<file path="config.mk">
export PLATFORM = sky130hd
export DESIGN_NAME = ymat_row_fetch_ctrl
export DESIGN_NICKNAME = d
export VERILOG_FILES = /design/src/rtl/ymat_row_fetch_ctrl.sv
export SDC_FILE = /design/constraint.sdc
export NUM_CORES = 1
export LEC_CHECK = 0
export CAP_MARGIN = 20
export CORE_AREA = 2 2 225 227
export CTS_CLUSTER_DIAMETER = 200
export CTS_CLUSTER_SIZE = 24
export DETAILED_ROUTE_END_ITERATION = 8
export DIE_AREA = 0 0 227 229
export HOLD_SLACK_MARGIN = 0.06
export PLACE_DENSITY = 0.39
export REMOVE_ABC_BUFFERS = 1
export SKIP_CTS_REPAIR_TIMING = 1
export SLEW_MARGIN = 0
export SYNTH_ARGS = -nofsm -noshare
export SYNTH_HDL_FRONTEND = slang
export SYNTH_SLANG_ARGS = --single-unit
export TNS_END_PERCENT = 20
</file>
<file path="constraint.sdc">
create_clock -name clock -period 2.3 [get_ports clock]
set_input_delay 0.46 -clock clock [delete_from_list [all_inputs] [get_ports clock]]
set_output_delay 0.46 -clock clock [all_outputs]
set_load 0.1 [all_outputs]
</file>
<file path="src/rtl/ymat_row_fetch_ctrl.sv">
// Y-matrix row fetch controller: round-robin arbitration of two row-index requesters, SRAM row read, entry slot extraction.
// Optional one-line reuse buffer enabled by defining YMR_LINE_REUSE_EN.
module ymat_row_fetch_ctrl #(
  parameter int RD_LAT  = 1,
  parameter int ENTRY_W = 32,
  parameter int ADDR_W  = 7
) (
  input  logic                          clock,
  input  logic                          reset,
  input  logic                          req0_valid,
  input  logic [ADDR_W+3:0]             req0_row,
  output logic                          req0_ready,
  input  logic                          req1_valid,
  input  logic [ADDR_W+3:0]             req1_row,
  output logic                          req1_ready,
  output logic                          rsp_valid,
  input  logic                          rsp_ready,
  output logic                          rsp_id,
  output logic signed [ENTRY_W/2-1:0]   rsp_real,
  output logic signed [ENTRY_W/2-1:0]   rsp_img,
  output logic                          sram_ce,
  output logic [ADDR_W-1:0]             sram_addr,
  input  logic [16*ENTRY_W-1:0]         sram_rdata,
  input  logic                          line_flush
);

  localparam int HALF = ENTRY_W / 2;
  localparam logic [1:0] WAIT_N = 2'(RD_LAT > 1 ? RD_LAT - 2 : 0);

  typedef enum logic [2:0] {S_IDLE, S_ISSUE, S_WAIT, S_CAPT, S_RESP} state_t;

  state_t                   state_q, state_d;
  logic                     last_grant_q, last_grant_d;
  logic [1:0]               cnt_q, cnt_d;
  logic [ADDR_W-1:0]        addr_q, addr_d;
  logic [3:0]               lat_slot_q, lat_slot_d;
  logic                     lat_id_q, lat_id_d;
  logic signed [HALF-1:0]   real_q, real_d;
  logic signed [HALF-1:0]   img_q, img_d;

  logic                     grant, pick1;
  logic [ADDR_W+3:0]        gnt_row;
  logic [ENTRY_W-1:0]       entry;

`ifdef YMR_LINE_REUSE_EN
  logic [16*ENTRY_W-1:0]    line_q, line_d;
  logic [ADDR_W-1:0]        tag_q, tag_d;
  logic                     lvalid_q, lvalid_d;
  logic                     hit;
`else
  logic                     unused_line_flush;
  assign unused_line_flush = line_flush;
`endif

  function automatic logic [ENTRY_W-1:0] slot_entry(input logic [16*ENTRY_W-1:0] line,
                                                    input logic [3:0] slot);
    return line[slot*ENTRY_W +: ENTRY_W];
  endfunction

  function automatic logic signed [HALF-1:0] entry_real(input logic [ENTRY_W-1:0] e);
    return $signed(e[ENTRY_W-1:HALF]);
  endfunction

  function automatic logic signed [HALF-1:0] entry_img(input logic [ENTRY_W-1:0] e);
    return $signed(e[HALF-1:0]);
  endfunction

  // Round-robin: on a tie the requester not granted last time wins.
  assign pick1      = req1_valid && (!req0_valid || !last_grant_q);
  assign grant      = (state_q == S_IDLE) && !reset && (req0_valid || req1_valid);
  assign gnt_row    = pick1 ? req1_row : req0_row;
  assign req0_ready = grant && !pick1;
  assign req1_ready = grant && pick1;

  assign sram_ce    = (state_q == S_ISSUE);
  assign sram_addr  = addr_q;
  assign rsp_valid  = (state_q == S_RESP);
  assign rsp_id     = rsp_valid ? lat_id_q : 1'b0;
  assign rsp_real   = rsp_valid ? real_q : '0;
  assign rsp_img    = rsp_valid ? img_q : '0;

`ifdef YMR_LINE_REUSE_EN
  assign hit = lvalid_q && (tag_q == gnt_row[ADDR_W+3:4]) && !line_flush;
`endif

  always_comb begin
    state_d      = state_q;
    last_grant_d = last_grant_q;
    cnt_d        = cnt_q;
    addr_d       = addr_q;
    lat_slot_d   = lat_slot_q;
    lat_id_d     = lat_id_q;
    real_d       = real_q;
    img_d        = img_q;
    entry        = slot_entry(sram_rdata, lat_slot_q);
`ifdef YMR_LINE_REUSE_EN
    line_d       = line_q;
    tag_d        = tag_q;
    lvalid_d     = lvalid_q;
`endif
    case (state_q)
      S_IDLE: begin
        if (grant) begin
          last_grant_d = pick1;
          lat_slot_d   = gnt_row[3:0];
          lat_id_d     = pick1;
`ifdef YMR_LINE_REUSE_EN
          if (hit) begin
            entry   = slot_entry(line_q, gnt_row[3:0]);
            real_d  = entry_real(entry);
            img_d   = entry_img(entry);
            state_d = S_RESP;
          end else begin
            addr_d  = gnt_row[ADDR_W+3:4];
            state_d = S_ISSUE;
          end
`else
          addr_d  = gnt_row[ADDR_W+3:4];
          state_d = S_ISSUE;
`endif
        end
      end
      S_ISSUE: begin
        if (RD_LAT == 1) begin
          state_d = S_CAPT;
        end else begin
          cnt_d   = WAIT_N;
          state_d = S_WAIT;
        end
      end
      S_WAIT: begin
        if (cnt_q == 2'd0) state_d = S_CAPT;
        else               cnt_d   = cnt_q - 2'd1;
      end
      S_CAPT: begin
        real_d  = entry_real(entry);
        img_d   = entry_img(entry);
        state_d = S_RESP;
`ifdef YMR_LINE_REUSE_EN
        line_d   = sram_rdata;
        tag_d    = addr_q;
        lvalid_d = 1'b1;
`endif
      end
      S_RESP: begin
        if (rsp_ready) state_d = S_IDLE;
      end
      default: state_d = S_IDLE;
    endcase
`ifdef YMR_LINE_REUSE_EN
    // A flush wins over a same-cycle fill.
    if (line_flush) lvalid_d = 1'b0;
`endif
  end

  always_ff @(posedge clock) begin
    if (reset) begin
      state_q      <= S_IDLE;
      last_grant_q <= 1'b1;
      cnt_q        <= '0;
      addr_q       <= '0;
      lat_slot_q   <= '0;
      lat_id_q     <= 1'b0;
`ifdef YMR_LINE_REUSE_EN
      lvalid_q     <= 1'b0;
`endif
    end else begin
      state_q      <= state_d;
      last_grant_q <= last_grant_d;
      cnt_q        <= cnt_d;
      addr_q       <= addr_d;
      lat_slot_q   <= lat_slot_d;
      lat_id_q     <= lat_id_d;
`ifdef YMR_LINE_REUSE_EN
      lvalid_q     <= lvalid_d;
`endif
    end
  end

  // Data registers carry no reset; outputs are masked by rsp_valid.
  always_ff @(posedge clock) begin
    real_q <= real_d;
    img_q  <= img_d;
`ifdef YMR_LINE_REUSE_EN
    line_q <= line_d;
    tag_q  <= tag_d;
`endif
  end

endmodule
</file>
==> out/results.ini, run 1 <==
[route]
vias_per_cell = 3.90
drt_wl_total_um = 37000
initialDrtViolationCount = 188
num_vias = 6533
drtPass1Iterations = 5
drc_errors = 0
wire_per_inst_um = 22.1
ant_nets = 0

[synthesis]
yosysUniqueCellTypes = 32
synth_top_cell_area_share_pct = 50.2
yosysWarnings = 0
postSynthCellCount = 428
avgSynthCellArea_sq_um = 13.4
synth_area_leaders = mux4_2 (50%), edfxtp_1 (17%), a22oi_1 (8.4%)
ys_ff_latch = 50
ys_seq_area_share_pct = 23.0
synth_top_area_cell = mux4_2
syn-cell-area_sq_um = 5740

[power_and_ir_drop]
total_power_uw = 5210
switching_share_pct = 34.1
pwr-share-seq_pct = 22.4
power.density_nw_per_um2 = 395
power.switching_uw = 1770
p_clk_share_pct = 17.7
ir_worst_vdd_mv = 0.287
comb_power_share_pct = 59.9
p_int_uw = 3440
leakage_uw = 0.00438

[cts]
clock-sinks = 50
clk_latency_ns = 0.33
htree_num_levels = 2
cts.clk_slew.worst_paths_ns = 0.08
cts_tree = built
numCtsBuffers = 5
clockBufferDepth = 2
root_buffer = clkbuf_16

[timing]
fmax_ghz = 0.469
rsz0062_at_grt = no
relSlewSlack_pct = 47.4
hold_slack_ns = 0.477
clock_skew_ns = 0.00771
finalSetupViolCount = 0
worstMarginPinSlew_ns = 0.787
post-route-period-util_pct = 92.6
min_period_ns = 2.13
finalHoldViolCount = 0
drv_slew = 0
tns_ns = 0

[placed_design]
dpl.cell_count = 1668
gp_congestion = 0.808
place_hpwl_um = 31400
portBuffers = 582

[worst_setup_path]
rrSetupSlack_ns = 0.33
crit_family = buffers and inverters
crit_type = primary input to primary output
worst_ep_arrival_time_ns = 1.67
cp-start-kind = primary input
cp_slowest_cell = clkdlybuf4s50_1
path_cells = clkdlybuf4s50_1 -> a21boi_1 -> and3_1 -> buf_12
max_stage_delay_ns = 0.47
path_buf_inv = 2
r2r_cells = 5
crit_end = req1_ready
r2r-end = img_q[3]$_DFFE_PP_
crit_fanout = 3
required_ns = 1.84
crit_path_end_kind = primary output
startpoint = req1_valid
rr_startpoint = lat_slot_q[0]$_SDFFE_PP0P_
crit_cells = 4

[final_layout]
layout.cells.non_filler = 1677
area_growth_pct = 130
nets = 1544
drive_gt1_share_pct = 23.3
post-route-util_pct = 26.6
fillers = 5221

[floorplanning]
num_io_pins = 584
fp.dieH_um = 229
die_x_um = 227
core_sq_um = 49700
die_area_sq_um = 52000
rows = 82
start_util_pct = 11.6

[min_path]
hold_class = register to register

[status]
status = completed

[grt]
grt.total_usage_pct = 14.0
antenna_found_initial = 5
first_global_vias = 7562
grt_max_degree = 58
grt_pass1_wl_um = 51700
grt-ovfl-total = 0

[run]
maxCapViolCount = 0

==> Yosys cell counts, drive strengths merged <==
master	count
a22oi	64
a21boi	2
nand2	33
mux2i	11
nor4	1
mux4	128
inv	3
nor2b	2
nor3b	2
a211o	1
or2	1
dfxtp	18
o21ba	1
edfxtp	32
a2111oi	1
nor4b	1
xnor2	2
nor3	2
ha	1
clkbuf	27
and3	1
and2	35
and3b	1
nor2	5
nand2b	1
a21oi	12
buf	28
a211oi	12
==> worst min path at each step <==
| stage | startpoint | to | cells past startpoint |
|---|---|---|---|
| 2_1_floorplan | last_grant_q$_SDFFE_PP1P_ | last_grant_q$_SDFFE_PP1P_ | 1 |
| 3_3_place_gp | last_grant_q$_SDFFE_PP1P_ | last_grant_q$_SDFFE_PP1P_ | 1 |
| 3_5_place_dp | last_grant_q$_SDFFE_PP1P_ | last_grant_q$_SDFFE_PP1P_ | 1 |
| 4_1_cts | last_grant_q$_SDFFE_PP1P_ | last_grant_q$_SDFFE_PP1P_ | 1 |
| 5_1_grt | last_grant_q$_SDFFE_PP1P_ | last_grant_q$_SDFFE_PP1P_ | 1 |
| 6_report | last_grant_q$_SDFFE_PP1P_ | last_grant_q$_SDFFE_PP1P_ | 1 |
==> cell type report <==
cell class	count	area (sq um)	area share (%)
timing repair buffer	623	6650	50.4
clock inverter	2	17.5	0.133
multi-input combinational	320	4190	31.8
sequential	50	1330	10.1
inverter	3	11.3	0.0854
tap	672	841	6.37
antenna	1	2.50	0.0190
clock buffer	6	150	1.14
==> sequential cells by signal, indices dropped and copies added (netlist names) <==
register / count
cnt_q: 2
img_q: 16
last_grant_q: 1
lat_id_q: 1
lat_slot_q: 4
real_q: 16
sram_addr: 7
state_q: 3
==> per-stage QoR <==
step	area [sq um]	setup WS [ns]
after floorplan	5490	-4.17
after global placement	13000	0.173
after detailed placement	13000	0.159
after CTS	13200	-0.0951
after global routing	13200	0.0439
final	13200	0.170
==> routing by layer <==
| metal | track usage (%) | vias to the layer above | wire length [um] |
|---|---|---|---|
| li1 | - | 2993 | - |
| met1 | 15.7 | 3189 | 14100 |
| met2 | 25.8 | 320 | 19400 |
| met3 | 4.12 | 29 | 3030 |
| met4 | 3.19 | 2 | 537 |
| met5 | 0 | - | 9 |
==> kinds of logic (layout without fill, tap and decap cells) <==
kind of cell             Yosys count  in the layout  share of synthesized area [%]
other                              0              1                              0
AND/OR/NAND/NOR                   85             85                           8.04
XOR/XNOR                           2              2                          0.305
adder cells (fa/ha/maj)            1              1                          0.218
multiplexers                     139            139                           52.1
AO/OA/AOI/OAI                     93             93                           11.7
buffers and inverters             58            634                           4.53
flip-flops                        50             50                           23.0
==> placed cells by master (no fill, tap or decap), types with 3 or more instances in the layout <==
cell and count:
a211oi_1 12, a21oi_1 12, a22oi_1 64, and2_1 34, buf_12 50, buf_4 35, clkbuf_16 6, clkdlybuf4s50_1 538
dfxtp_1 14, edfxtp_1 32, inv_1 3, mux2i_1 11, mux4_2 128, nand2_1 33, nor2_1 4
==> worst register-to-register path, delay by kind of cell (launching register included) <==
family	cells	cell delay (ns)
AO/OA/AOI/OAI	1	0.29
multiplexers	1	0.50
AND/OR/NAND/NOR	1	0.09
flip-flops	1	0.40
buffers and inverters	2	0.44
==> power groups by stage <==
stage	clock, uW	combinational, uW	sequential (uW)
final	923	3120	1160
after floorplan	0	1420	1460
after detailed placement	0	3180	1180
after global placement	0	3180	1180
after global routing	1020	3330	1180
after CTS	1000	3190	1160
No activity file was read; power rests on OpenSTA's default activity.
==> inputs of run 2 (changes only) <==
CTS_CLUSTER_SIZE = 8   (was 24)
==> results of run 2 <==
Same layout as run 1: the final DEF is identical, and so are final timing and power.
==> inputs of run 3 (changes only) <==
CORE_AREA = 5 5 222 224   (was 2 2 225 227)
PLACE_DENSITY = 0.41   (was 0.39)
clock period = 2.2 ns   (was 2.3 ns; I/O delays follow)
==> run 3 against run 2 <==
- setup slack worse by 0.089 ns
- design area is 0.69% lower
- cell count is 3.1% lower
- hold slack worse by 0.0027 ns
- critical path depth stayed put
- critical path type unchanged
- critical endpoint unchanged
- highest routed layer unchanged
==> out/results.ini, run 3 (synthesis gave the netlist of run 1 again) <==
[final_layout]
nets = 1545
mostFrequentLayoutCells = clkdlybuf4s50_1 (538), mux4_2 (128), a22oi_1 (64), buf_12 (47), buf_4 (38)
fillers = 4897
area_growth_pct = 128
post-route-util_pct = 27.8
final_common_cell = clkdlybuf4s50_1
drive_gt1_share_pct = 23.5

[worst_setup_path]
r2r_cells = 5
crit_type = primary input to primary output
crit_path_end_kind = primary output
startpoint = req0_valid
required_ns = 1.76
r2r-end = real_q[15]$_DFFE_PP_
rr_startpoint = lat_slot_q[0]$_SDFFE_PP0P_
worst_ep_arrival_time_ns = 1.68
crit_fanout = 4
rrSetupSlack_ns = 0.20
cp-start-kind = primary input

[floorplanning]
rows = 80
fp.dieH_um = 229
start_util_pct = 12.2
num_io_pins = 584
die_area_sq_um = 52000
core_sq_um = 47100
die_x_um = 227

[power_and_ir_drop]
p_clk_share_pct = 16.5
switching_share_pct = 34.2
power.switching_uw = 1840
ir_worst_vdd_mv = 0.278
total_power_uw = 5380
comb_power_share_pct = 61.0
p_int_uw = 3540
leakage_uw = 0.00438
pwr-share-seq_pct = 22.6
power.density_nw_per_um2 = 411

[min_path]
hold_class = register to register
holdPathEnd = last_grant_q$_SDFFE_PP1P_
min_from = last_grant_q$_SDFFE_PP1P_
hold_depth = 1

[placed_design]
gp_congestion = 0.829
portBuffers = 582
place_hpwl_um = 34500

[timing]
post-route-period-util_pct = 96.3
min_period_ns = 2.12
relSlewSlack_pct = 45.8
finalHoldViolCount = 0
finalSetupViolCount = 0
worstMarginPinSlew_ns = 0.812
drv_slew = 0
clock_skew_ns = 0.0122
rsz0062_at_grt = no
fmax_ghz = 0.472

[route]
drtPass1Iterations = 4
drc_errors = 0
ant_nets = 0
drt_wl_total_um = 40100
num_vias = 6679
vias_per_cell = 4.11
initialDrtViolationCount = 227
wire_per_inst_um = 24.7

[grt]
antenna_found_initial = 8
grt_max_degree = 51
first_global_vias = 7579
grt.total_usage_pct = 14.7
grt-ovfl-total = 0
grt_pass1_wl_um = 55200

[cts]
numCtsBuffers = 5
root_buffer = clkbuf_16
clk_latency_ns = 0.31
clockBufferDepth = 2
cts.clk_slew.worst_paths_ns = 0.08
htree_num_levels = 2
clock-sinks = 50
cts_tree = built

[run]
maxCapViolCount = 0

[status]
status = completed

[run 3: cell types whose count changed in the layout (fill, tap and decap cells not counted)]
cell       delta
buf_4         +3
clkbuf_16     -1
dfxtp_1       -1
buf_12        -3
inv_6         -1
buf_8         +1
clkbuf_8      +1
clkinv_4      +1
dfxtp_4       +1
diode_2       +4
[run 3: how the worst max path moves through the flow]
stage	to	slack [ns]	depth (start not counted)
2_1_floorplan	img_q[0]$_DFFE_PP_	-4.27	3
3_3_place_gp	real_q[15]$_DFFE_PP_	0.06	5
3_5_place_dp	req0_ready	0.07	5
4_1_cts	rsp_real[13]	-0.12	4
5_1_grt	req0_ready	0.003	5
6_report	req1_ready	0.08	4
[run 3: metal layers]
metal  track usage [%]  share of wire, %  routed length [um]  up-vias
met3              4.25               7.8                3140       24
met2              27.4                54               21500      299
met4              1.83              0.92                 370        2
li1                  -                 -                   -     3007
met5                 0             0.032                  13        -
met1              17.1                38               15100     3347
[run 3: power by group through the flow]
stage | combinational [uW] | clock, uW | sequential (uW)
after floorplan | 1480 | 0 | 1520
after detailed placement | 3350 | 0 | 1240
after global placement | 3340 | 0 | 1230
after CTS | 3360 | 962 | 1210
final | 3280 | 886 | 1210
after global routing | 3520 | 985 | 1230
[run 3: worst max-delay path: stages]
cell	delay, ns
clkdlybuf4s50_1	0.46
or2_2	0.36
and3_1	0.23
buf_12	0.18
[run 3: layout make-up]
cell class	count	area, sq um	area share (%)
Timing Repair Buffer	624	6630	50.6
Multi-Input combinational cell	320	4190	32.0
Sequential cell	50	1340	10.2
Tap cell	615	769	5.87
Clock buffer	6	139	1.06
Clock inverter	2	17.5	0.134
Antenna cell	5	12.5	0.0955
Inverter	3	11.3	0.0860
[run 3: through the flow]
| step | setup slack (ns) | hold WS [ns] | setup TNS (ns) | area (sq um) | instances |
|---|---|---|---|---|---|
| after floorplan | -4.27 | 0.436 | -192.76 | 5490 | 373 |
| after global placement | 0.0588 | 0.452 | 0 | 12900 | 1612 |
| after detailed placement | 0.0657 | 0.456 | 0 | 12900 | 1612 |
| after CTS | -0.118 | 0.479 | -1.44 | 13100 | 1620 |
| after global routing | 0.00311 | 0.513 | 0 | 13100 | 1622 |
| final | 0.0814 | 0.475 | 0 | 13100 | 1625 |
